--- src/rtl/lsu_pkg.sv ---
// Shared definitions for the load/store bus controller: funct3 codes, opcode
// pairs, FSM states and the access-size decode.
package lsu_pkg;

  localparam logic [2:0] F3_B  = 3'b000;
  localparam logic [2:0] F3_H  = 3'b001;
  localparam logic [2:0] F3_W  = 3'b010;
  localparam logic [2:0] F3_D  = 3'b011;
  localparam logic [2:0] F3_BU = 3'b100;
  localparam logic [2:0] F3_HU = 3'b101;
  localparam logic [2:0] F3_WU = 3'b110;

  // Opcode pairs as {op_load, op_store}
  localparam logic [1:0] OP_LOAD  = 2'b10;
  localparam logic [1:0] OP_STORE = 2'b01;

  typedef enum logic [2:0] {
    ST_IDLE = 3'd0,
    ST_REQ  = 3'd1,
    ST_WAIT = 3'd2,
    ST_RESP = 3'd3,
    ST_ERR  = 3'd4
  } lsu_state_e;

  function automatic logic [3:0] size_bytes(input logic [2:0] f3);
    case (f3[1:0])
      2'b00:   return 4'd1;
      2'b01:   return 4'd2;
      2'b10:   return 4'd4;
      default: return 4'd8;
    endcase
  endfunction

  // Unsigned variants exist only for loads; doubleword forms only at XLEN=64
  function automatic logic f3_legal(input logic [2:0] f3, input logic is_load, input int xlen);
    case (f3)
      F3_B, F3_H, F3_W: return 1'b1;
      F3_BU, F3_HU:     return is_load;
      F3_D:             return (xlen == 64);
      F3_WU:            return is_load && (xlen == 64);
      default:          return 1'b0;
    endcase
  endfunction

endpackage

--- src/rtl/lsu_align.sv ---
// Byte-lane steering: lane masks for up to two beats, store data shift, and
// load data merge/shift/extend.
module lsu_align
  import lsu_pkg::*;
#(
  parameter int XLEN = 32,
  localparam int NB = XLEN / 8,
  localparam int OFF_W = $clog2(NB)
) (
  input  logic [OFF_W-1:0] offset,
  input  logic [2:0]       funct3,
  input  logic [XLEN-1:0]  wdata,
  input  logic [XLEN-1:0]  rdata_lo,
  input  logic [XLEN-1:0]  rdata_hi,
  output logic [NB-1:0]    mask_lo,
  output logic [NB-1:0]    mask_hi,
  output logic [XLEN-1:0]  wdata_lo,
  output logic [XLEN-1:0]  wdata_hi,
  output logic [XLEN-1:0]  load_data
);

  logic [3:0]        size;
  logic [2*NB-1:0]   lanes;
  logic [2*XLEN-1:0] wide_w;
  logic [2*XLEN-1:0] wide_r;
  logic [XLEN-1:0]   shifted;
  logic              ext_bit;

  assign size = size_bytes(funct3);

  // Lanes span a double-width window so a crossing access splits naturally
  for (genvar gi = 0; gi < 2 * NB; gi++) begin : g_lane
    assign lanes[gi] = (gi >= int'(offset)) && (gi < int'(offset) + int'(size));
  end

  assign mask_lo = lanes[NB-1:0];
  assign mask_hi = lanes[2*NB-1:NB];

  assign wide_w   = {{XLEN{1'b0}}, wdata} << {offset, 3'b000};
  assign wdata_lo = wide_w[XLEN-1:0];
  assign wdata_hi = wide_w[2*XLEN-1:XLEN];

  assign wide_r  = {rdata_hi, rdata_lo} >> {offset, 3'b000};
  assign shifted = wide_r[XLEN-1:0];

  always_comb begin
    ext_bit = 1'b0;
    case (size)
      4'd1:    ext_bit = shifted[7];
      4'd2:    ext_bit = shifted[15];
      4'd4:    ext_bit = shifted[31];
      default: ext_bit = shifted[XLEN-1];
    endcase
    ext_bit = ext_bit & ~funct3[2];
  end

  for (genvar gi = 0; gi < XLEN; gi++) begin : g_ext
    assign load_data[gi] = (gi < 8 * int'(size)) ? shifted[gi] : ext_bit;
  end

endmodule

--- src/rtl/lsu_bus_ctrl.sv ---
// Load/store unit bus controller: one pipeline request becomes one (or two, with
// LSU_MISALIGN_SPLIT_EN defined) lane-aligned bus beats plus a one-cycle response.
module lsu_bus_ctrl
  import lsu_pkg::*;
#(
  parameter int XLEN   = 32,
  parameter int ADDR_W = 32
) (
  input  logic              clk,
  input  logic              rst_n,
  input  logic              req_valid,
  output logic              req_ready,
  input  logic              op_load,
  input  logic              op_store,
  input  logic [2:0]        funct3,
  input  logic [ADDR_W-1:0] addr,
  input  logic [XLEN-1:0]   wdata,
  output logic              rsp_valid,
  output logic              rsp_err,
  output logic [XLEN-1:0]   rsp_rdata,
  output logic              stall,
  output logic              mem_req,
  output logic              mem_we,
  output logic [ADDR_W-1:0] mem_addr,
  output logic [7:0]        mem_mask,
  output logic [XLEN-1:0]   mem_wdata,
  input  logic              mem_gnt,
  input  logic              mem_rvalid,
  input  logic [XLEN-1:0]   mem_rdata
);

  localparam int NB    = XLEN / 8;
  localparam int OFF_W = $clog2(NB);

  lsu_state_e        state_q, state_d;
  logic              store_q, store_d;
  logic [2:0]        f3_q, f3_d;
  logic [ADDR_W-1:0] addr_q, addr_d;
  logic [XLEN-1:0]   wdata_q, wdata_d;
  logic [XLEN-1:0]   rlo_q, rlo_d;
  logic [XLEN-1:0]   rhi_q, rhi_d;
  logic              beat_q, beat_d;
  logic              split_q, split_d;

  logic              accept;
  logic [3:0]        in_size;
  logic [OFF_W-1:0]  in_off;
  logic              bad_op;
  logic              in_split;
  logic              req_err;

  logic [NB-1:0]     mask_lo, mask_hi;
  logic [XLEN-1:0]   wdata_lo, wdata_hi, load_data;

  assign req_ready = rst_n && (state_q == ST_IDLE);
  assign accept    = req_valid && req_ready;
  assign stall     = (state_q != ST_IDLE) || accept;

  assign in_size = size_bytes(funct3);
  assign in_off  = addr[OFF_W-1:0];
  assign bad_op  = !({op_load, op_store} inside {OP_LOAD, OP_STORE}) ||
                   !f3_legal(funct3, op_load, XLEN);

`ifdef LSU_MISALIGN_SPLIT_EN
  assign in_split = (int'(in_off) + int'(in_size)) > NB;
  assign req_err  = bad_op;
`else
  logic misalign;
  assign misalign = (4'(in_off) & (in_size - 4'd1)) != 4'd0;
  assign in_split = 1'b0;
  assign req_err  = bad_op || misalign;
`endif

  lsu_align #(.XLEN(XLEN)) u_align (
    .offset    (addr_q[OFF_W-1:0]),
    .funct3    (f3_q),
    .wdata     (wdata_q),
    .rdata_lo  (rlo_q),
    .rdata_hi  (rhi_q),
    .mask_lo   (mask_lo),
    .mask_hi   (mask_hi),
    .wdata_lo  (wdata_lo),
    .wdata_hi  (wdata_hi),
    .load_data (load_data)
  );

  always_comb begin
    state_d = state_q;
    store_d = store_q;
    f3_d    = f3_q;
    addr_d  = addr_q;
    wdata_d = wdata_q;
    rlo_d   = rlo_q;
    rhi_d   = rhi_q;
    beat_d  = beat_q;
    split_d = split_q;
    case (state_q)
      ST_IDLE: begin
        if (accept) begin
          store_d = op_store;
          f3_d    = funct3;
          addr_d  = addr;
          wdata_d = wdata;
          rlo_d   = '0;
          rhi_d   = '0;
          beat_d  = 1'b0;
          split_d = in_split;
          state_d = req_err ? ST_ERR : ST_REQ;
        end
      end
      ST_REQ: begin
        // A granted store beat needs no return, so it never visits WAIT
        if (mem_gnt) begin
          if (!store_q) begin
            state_d = ST_WAIT;
          end else if (split_q && !beat_q) begin
            beat_d = 1'b1;
          end else begin
            state_d = ST_RESP;
          end
        end
      end
      ST_WAIT: begin
        if (mem_rvalid) begin
          if (beat_q) rhi_d = mem_rdata;
          else        rlo_d = mem_rdata;
          if (split_q && !beat_q) begin
            beat_d  = 1'b1;
            state_d = ST_REQ;
          end else begin
            state_d = ST_RESP;
          end
        end
      end
      ST_RESP: state_d = ST_IDLE;
      ST_ERR:  state_d = ST_IDLE;
      default: state_d = ST_IDLE;
    endcase
  end

  always_ff @(posedge clk or negedge rst_n) begin
    if (!rst_n) begin
      state_q <= ST_IDLE;
      store_q <= 1'b0;
      f3_q    <= '0;
      addr_q  <= '0;
      wdata_q <= '0;
      rlo_q   <= '0;
      rhi_q   <= '0;
      beat_q  <= 1'b0;
      split_q <= 1'b0;
    end else begin
      state_q <= state_d;
      store_q <= store_d;
      f3_q    <= f3_d;
      addr_q  <= addr_d;
      wdata_q <= wdata_d;
      rlo_q   <= rlo_d;
      rhi_q   <= rhi_d;
      beat_q  <= beat_d;
      split_q <= split_d;
    end
  end

  assign mem_req   = (state_q == ST_REQ);
  assign mem_we    = store_q;
  assign mem_addr  = {addr_q[ADDR_W-1:OFF_W], {OFF_W{1'b0}}} + (beat_q ? ADDR_W'(NB) : '0);
  assign mem_wdata = beat_q ? wdata_hi : wdata_lo;

  always_comb begin
    mem_mask = '0;
    mem_mask[NB-1:0] = beat_q ? mask_hi : mask_lo;
  end

  assign rsp_valid = (state_q == ST_RESP) || (state_q == ST_ERR);
  assign rsp_err   = (state_q == ST_ERR);
  assign rsp_rdata = (state_q == ST_RESP && !store_q) ? load_data : '0;

endmodule

--- config.mk ---
export PLATFORM = sky130hd
export DESIGN_NAME = lsu_bus_ctrl
export DESIGN_NICKNAME = d
export VERILOG_FILES = /design/src/rtl/lsu_pkg.sv /design/src/rtl/lsu_align.sv /design/src/rtl/lsu_bus_ctrl.sv
export SDC_FILE = /design/constraint.sdc
export NUM_CORES = 1
export LEC_CHECK = 0
export ABC_AREA = 1
export CAP_MARGIN = 30
export CORE_MARGIN = 2
export CORE_UTILIZATION = 40
export DETAILED_ROUTE_END_ITERATION = 8
export PLACE_DENSITY = 0.75
export RECOVER_POWER = 25
export SYNTH_ARGS = -nofsm -noshare
export SYNTH_HDL_FRONTEND = slang
export SYNTH_SLANG_ARGS = --single-unit
--- constraint.sdc ---
create_clock -name clk -period 2.2 [get_ports clk]
set_clock_uncertainty 0.1 [all_clocks]
set_input_delay 0.33 -clock clk [delete_from_list [all_inputs] [get_ports clk]]
set_output_delay 0.33 -clock clk [all_outputs]
set_load 0.01 [all_outputs]
# ---- Word-level counts from Yosys, hierarchy flattened
# Cells that the tools add are included.
dict set report word_totals {
  ramBits 0
  latchBits 0
  elab_cells 167
  output_inout_bits 110
  input_bits 106
  ff_bits 136
  n_memories 0
  rom_bits 0
}
dict set report op_classes {
  n_reduce_logical 29
  mul 0
  n_bitwise 3
  n_mux 55
  shift 2
  n_addsub 3
  n_eq_ne 24
  div 0
  magnitude_cmp 43
}
# cell n
set op_table {}
lappend op_table {{32-bit two-way mux} 7}
lappend op_table {{32-bit case mux with 2 select lines} 2}
lappend op_table {{5-bit by 7-bit < comparator with 1-bit output, first input constant} 16}
lappend op_table {{32-bit by 5-bit << shifter with 64-bit output} 1}
lappend op_table {{64-bit by 5-bit right shift with 32-bit output} 1}
lappend op_table {{4-bit by 7-bit < comparator with 1-bit output, first input constant} 8}
lappend op_table {{1-bit two-way mux} 35}
lappend op_table {{32-bit by 3-bit adder with 32-bit output} 1}
lappend op_table {{4-bit by 32-bit < comparator with 1-bit output, first input constant} 1}
lappend op_table {{3-bit by 7-bit < comparator with 1-bit output, first input constant} 4}
lappend op_table {{4-bit case mux with 3 select lines} 2}
lappend op_table {{3-bit by 5-bit < comparator with 1-bit output, first input constant} 3}
lappend op_table {{3-bit two-way mux} 5}
lappend op_table {{1-bit by 7-bit < comparator with 1-bit output, first input constant} 2}
lappend op_table {{2-bit by 7-bit < comparator with 1-bit output, first input constant} 2}
lappend op_table {{1-bit by 5-bit < comparator with 1-bit output, first input constant} 2}
lappend op_table {{2-bit by 5-bit < comparator with 1-bit output, first input constant} 2}
lappend op_table {{2-bit inequality test, second input constant} 5}
lappend op_table {{3-bit by 2-bit == test with 1-bit output, second input constant} 3}
lappend op_table {{3-bit == test, second input constant} 3}
lappend op_table {{3-bit case mux with 3 select lines} 1}
lappend op_table {{4-bit AND reduction} 2}
lappend op_table {{7-bit AND reduction} 1}
lappend op_table {{2-bit by 1-bit == test with 1-bit output, second input constant} 3}
lappend op_table {{other kinds (27)} 47}

# ---- Depth between registers and ports, before layout
dict set report depth {
  word_depth 9
  depth_mapped 13
}

# ---- Cells and area by module
# Synthesis repeated with hierarchy kept, for this count alone.
dict set report hier_totals {
  cells_unflattened 1070
  hier_area_um2 7782.5
}
# mod area_per_inst_um2 instances cells_each
set by_module_without_submodules {}
lappend by_module_without_submodules {lsu_bus_ctrl 5788.1 1 683}
lappend by_module_without_submodules {lsu_align 1994.4 1 387}

# ---- Worst setup path after synthesis
# Ideal clock, no wire load.
dict set report synth_path {
  kind {register to output}
  from {register addr_q[1]}
  to {output mem_mask[1]}
  t_required_ns 1.770
  path_slack_ns 0.013
  stages_incl_launch_ff 14
  arrival_ns 1.757
  path_cell_list {dfrtp_1 > buf_2 > inv_2 > clkbuf_1 > o21ai_0 > nand2_1 > inv_1 > ha_1 > inv_1 > nand2_1 > o21ai_0 > inv_1 > nor2_1 > nor2_1}
}
dict set report synth_via {
  elab_chain_cells 4
}
# item line
set synth_lines {}
lappend synth_lines {{from (decl)} lsu_bus_ctrl.sv:38} ;# logic [ADDR_W-1:0] addr_q, addr_d;
lappend synth_lines {{from (signal assigned)} lsu_bus_ctrl.sv:156} ;# addr_q <= addr_d;
lappend synth_lines {{2-bit by 4-bit adder with 5-bit output} lsu_align.sv:33} ;# assign lanes[gi] = (gi >= int'(offset)) && (gi < int'(offset) + int'(size));
lappend synth_lines {{1-bit by 5-bit < comparator with 1-bit output} lsu_align.sv:33}
lappend synth_lines {{1-bit logical AND} lsu_align.sv:33}
lappend synth_lines {{4-bit two-way mux (*)} lsu_bus_ctrl.sv:172} ;# mem_mask[NB-1:0] = beat_q ? mask_hi : mask_lo;
lappend synth_lines {{to (decl)} lsu_bus_ctrl.sv:25} ;# output logic [7:0] mem_mask,
# Every way passes the cells marked *; elsewhere a longest branch is shown, timed or not.

# ---- Worst setup path after layout
dict set report layout_path {
  from {register addr_q[0]}
  to {output rsp_rdata[8]}
}
dict set report layout_via {
  elab_chain_cells 5
}
# item line
set layout_lines {}
lappend layout_lines {{64-bit by 5-bit right shift with 32-bit output (*)} lsu_align.sv:43} ;# assign wide_r = {rdata_hi, rdata_lo} >> {offset, 3'b000};
lappend layout_lines {{1-bit case mux with 2 select lines} lsu_align.sv:48} ;# case (size)
lappend layout_lines {{1-bit AND} lsu_align.sv:54} ;# ext_bit = ext_bit & ~funct3[2];
lappend layout_lines {{1-bit two-way mux (*)} lsu_align.sv:58} ;# assign load_data[gi] = (gi < 8 * int'(size)) ? shifted[gi] : ext_bit;
lappend layout_lines {{32-bit two-way mux (*)} lsu_bus_ctrl.sv:177} ;# assign rsp_rdata = (state_q == ST_RESP && !store_q) ? load_data : '0;
lappend layout_lines {{to (decl)} lsu_bus_ctrl.sv:20} ;# output logic [XLEN-1:0] rsp_rdata,
# Marks and branches as above.

==> flow_summary.json <==
{
  "critical_path_class": "reg2out",
  "drtAntennaViolNets": 0,
  "rrSetupSlack_ps": 400,
  "whs_ps": 344,
  "grt_usage_pct": 23.4,
  "setup_slack_ps": -265,
  "wirelength_um": 22600,
  "synth_top_area_cell": "dfrtp_1",
  "crit_path_top_delay_cell": "dfrtp_2",
  "cp-start-kind": "flip-flop",
  "crit_path_end_kind": "output pin",
  "finalSetupViolations": 54,
  "min_to": "addr_q[10]",
  "clock-sinks": 127,
  "worstPathMaxFanout": 8,
  "cts_tree": "yes",
  "cp.arrival_ps": 2030,
  "critPathRequiredTime_ps": 1770,
  "hp-start": "addr[10]",
  "max_cap_viol_count": 0,
  "finalMaxSlewViolations": 0,
  "worstPathCellList": "buf_12, nand2_2, nand2_2, nand2_2, nand3_2, buf_6, a21oi_4, buf_12, nor2_1, buf_2",
  "synth_top_area_share_pct": 46.5,
  "min_path_cells": 3,
  "coreArea_sq_um": 16600,
  "r2r_start": "state_q[0]",
  "synth_area_leaders": "dfrtp_1 (46%), nand2_1 (18%), o21ai_0 (5.7%)",
  "dieArea_sq_um": 18200,
  "grt_pass1_vias": 6601,
  "wl_per_cell_um": 16.1,
  "wl_met1_um": 9120,
  "dr.pass1.iters": 7,
  "routed-wl-met2_um": 11300,
  "die_w_um": 135,
  "p_leak_uw": 0.00515,
  "ioPinCount": 216,
  "violations": "negative setup slack",
  "antenna_found_initial": 0,
  "drtIter0Drc": 686,
  "yosys_warnings": 0,
  "max_clock_freq_mhz": 406,
  "status": "complete, but fails checks",
  "clockBufferDepth": 2,
  "htree_num_levels": 4,
  "grt_max_degree": 128,
  "peakVddDrop_uv": 756,
  "dr.max_layer_used": "met4",
  "area_growth_pct": 54.3,
  "hold_violations": 0,
  "initial_core_util_pct": 41.1,
  "synth-async-reset-ratio_pct": 100,
  "overflow": 0,
  "numPortBuffers": 209,
  "path_common_cell": "nand2_2",
  "synth_edf_count": 0,
  "gp_congestion": 0.943,
  "relSlewSlack_pct": 21.8,
  "ctsRootBufferMaster": "clkbuf_16",
  "synthesis.area_sq_um": 6840,
  "finalCriticalPeriod_ps": 2460,
  "fp-row-count": 47,
  "ys_seq_area_share_pct": 46.5,
  "design_area_sq_um": 10500,
  "p_per_area_nw_per_um2": 1460,
  "synth_ff_type": "dfrtp_1",
  "drive_above_1_share_pct": 26.5,
  "ys_types": 34,
  "wl_met3_um": 1420,
  "drc": 0,
  "cts-buffers-inserted": 17,
  "rsz0062_at_grt": "yes",
  "vias_per_cell": 5.00,
  "rr_endpoint": "f3_q[0]",
  "place_area_sq_um": 9150,
  "synth.avg_cell_area_sq_um": 7.39,
  "grt_pass1_wl_um": 33500,
  "hpwl_um": 14800,
  "syn_inst": 925,
  "period_share_pct": 112,
  "cts.clk_slew.worst_paths_ps": 60,
  "fin_nets": 1277,
  "hold_class": "in2reg",
  "diodes": 0,
  "die_y_um": 135,
  "slowest_delay_ps": 470,
  "rr_worst_depth": 9,
  "vias": 7012,
  "worstMarginPinSlew_ps": 1170,
  "ys_ff_latch": 127,
  "insertion_delay_ps": 410
}
timing repair:
action,in CTS,in global routing
hold buffers,1,0
setup endpoints to repair,73,69
resized for setup,292,200
hold endpoints to repair,79,0
pin swaps,13,23
setup buffers,19,17
cloned,1,3
layout make-up:
| class | count | area [sq um] |
|---|---|---|
| inverters | 101 | 385 |
| flip-flops and latches | 127 | 3180 |
| clock inverters | 11 | 114 |
| clock buffers | 21 | 470 |
| fillers | 1358 | 6100 |
| repair buffers | 306 | 2860 |
| multi-input cells | 616 | 3260 |
| well taps | 220 | 275 |
Yosys cell counts, types with 2 or more instances:
master    number
a211oi_1       2
a21oi_1       26
a22oi_1        9
a31oi_1        2
buf_1          2
buf_2         21
buf_4         43
buf_6          8
clkbuf_1      12
dfrtp_1      127
ha_1           2
inv_1         96
inv_2          4
nand2_1      319
nand2_2        2
nand3_1       43
nand4_1        2
nor2_1        79
nor2_2         2
nor2_4         3
nor3_1         6
o211ai_1       4
o21a_1         7
o21ai_0       78
o21ai_1        7
o221ai_1       4
o22ai_1        7
or2_2          2
stage by stage:
stage,setup slack [ps],total power (uW),util (%),TNS [ps],cells
floorplan,13.1,7660,-,0,930
global placement,-248,10600,55.0,-5720,1331
detailed placement,-259,10700,55.0,-7530,1331
CTS,-258,14000,60.2,-7930,1384
global route,-325,16300,63.4,-12230,1402
finish,-265,15400,63.4,-8750,1402
layout by cell type (no fill, tap or decap), drive strengths merged:
| master | count |
|---|---|
| nand4 | 2 |
| ha | 2 |
| bufinv | 2 |
| inv | 100 |
| clkbuf | 38 |
| a21oi | 27 |
| o22ai | 7 |
| or2 | 2 |
| a21boi | 1 |
| dlygate4sd2 | 5 |
| a31oi | 2 |
| a211oi | 2 |
| clkdlybuf4s15 | 2 |
| nand2 | 322 |
| dfrtp | 127 |
| o21ai | 85 |
| nor2 | 84 |
| o221ai | 4 |
| nor3 | 6 |
| dlygate4sd3 | 1 |
| buf | 146 |
| o21a | 7 |
| nand3 | 44 |
| conb | 6 |
| clkinvlp | 3 |
| clkdlybuf4s50 | 135 |
| clkinv | 7 |
| o211ai | 4 |
| a22oi | 9 |
worst max path at each step:
stage,cells past startpoint,from,slack [ps],end
after CTS,8,addr_q[0],-260,rsp_rdata[26]
after global routing,11,addr_q[0],-320,rsp_rdata[28]
final,10,addr_q[0],-260,rsp_rdata[8]
after floorplan,13,addr_q[1],10,mem_mask[1]
after global placement,7,addr_q[0],-250,rsp_rdata[21]
after detailed placement,10,addr_q[0],-260,mem_mask[1]
where the power goes:
part / internal, uW / switching, uW / total (uW)
clock: 1750 / 1050 / 2790
combinational: 4040 / 4740 / 8780
sequential: 3190 / 640 / 3830
cells by family after synthesis:
family          Yosys count  share of synthesized area, %
flops                   127                          46.5
fa+ha+maj                 2                         0.366
buf+inv                 187                          13.9
compound gates          148                          12.1
other cells               1                        0.0549
simple gates            460                          27.1
layer usage:
metal	vias up	global-route usage [%]
met4	0	9.47
li1	3352	-
met5	-	0
met3	66	5.03
met1	3312	29.7
met2	282	39.0
state kept, by name, indices dropped and copies added, names as in the netlist:
register	flops
state_q	3
rlo_q	32
addr_q	32
rhi_q	24
mem_we	1
f3_q	3
wdata_q	32
worst max-delay path, delay by kind of cell, from the launching register on:
kind | cells | cell delay (ps)
flops | 1 | 470
buf+inv | 4 | 600
compound gates | 1 | 190
simple gates | 5 | 360
Power figures use the tool's default switching activity.
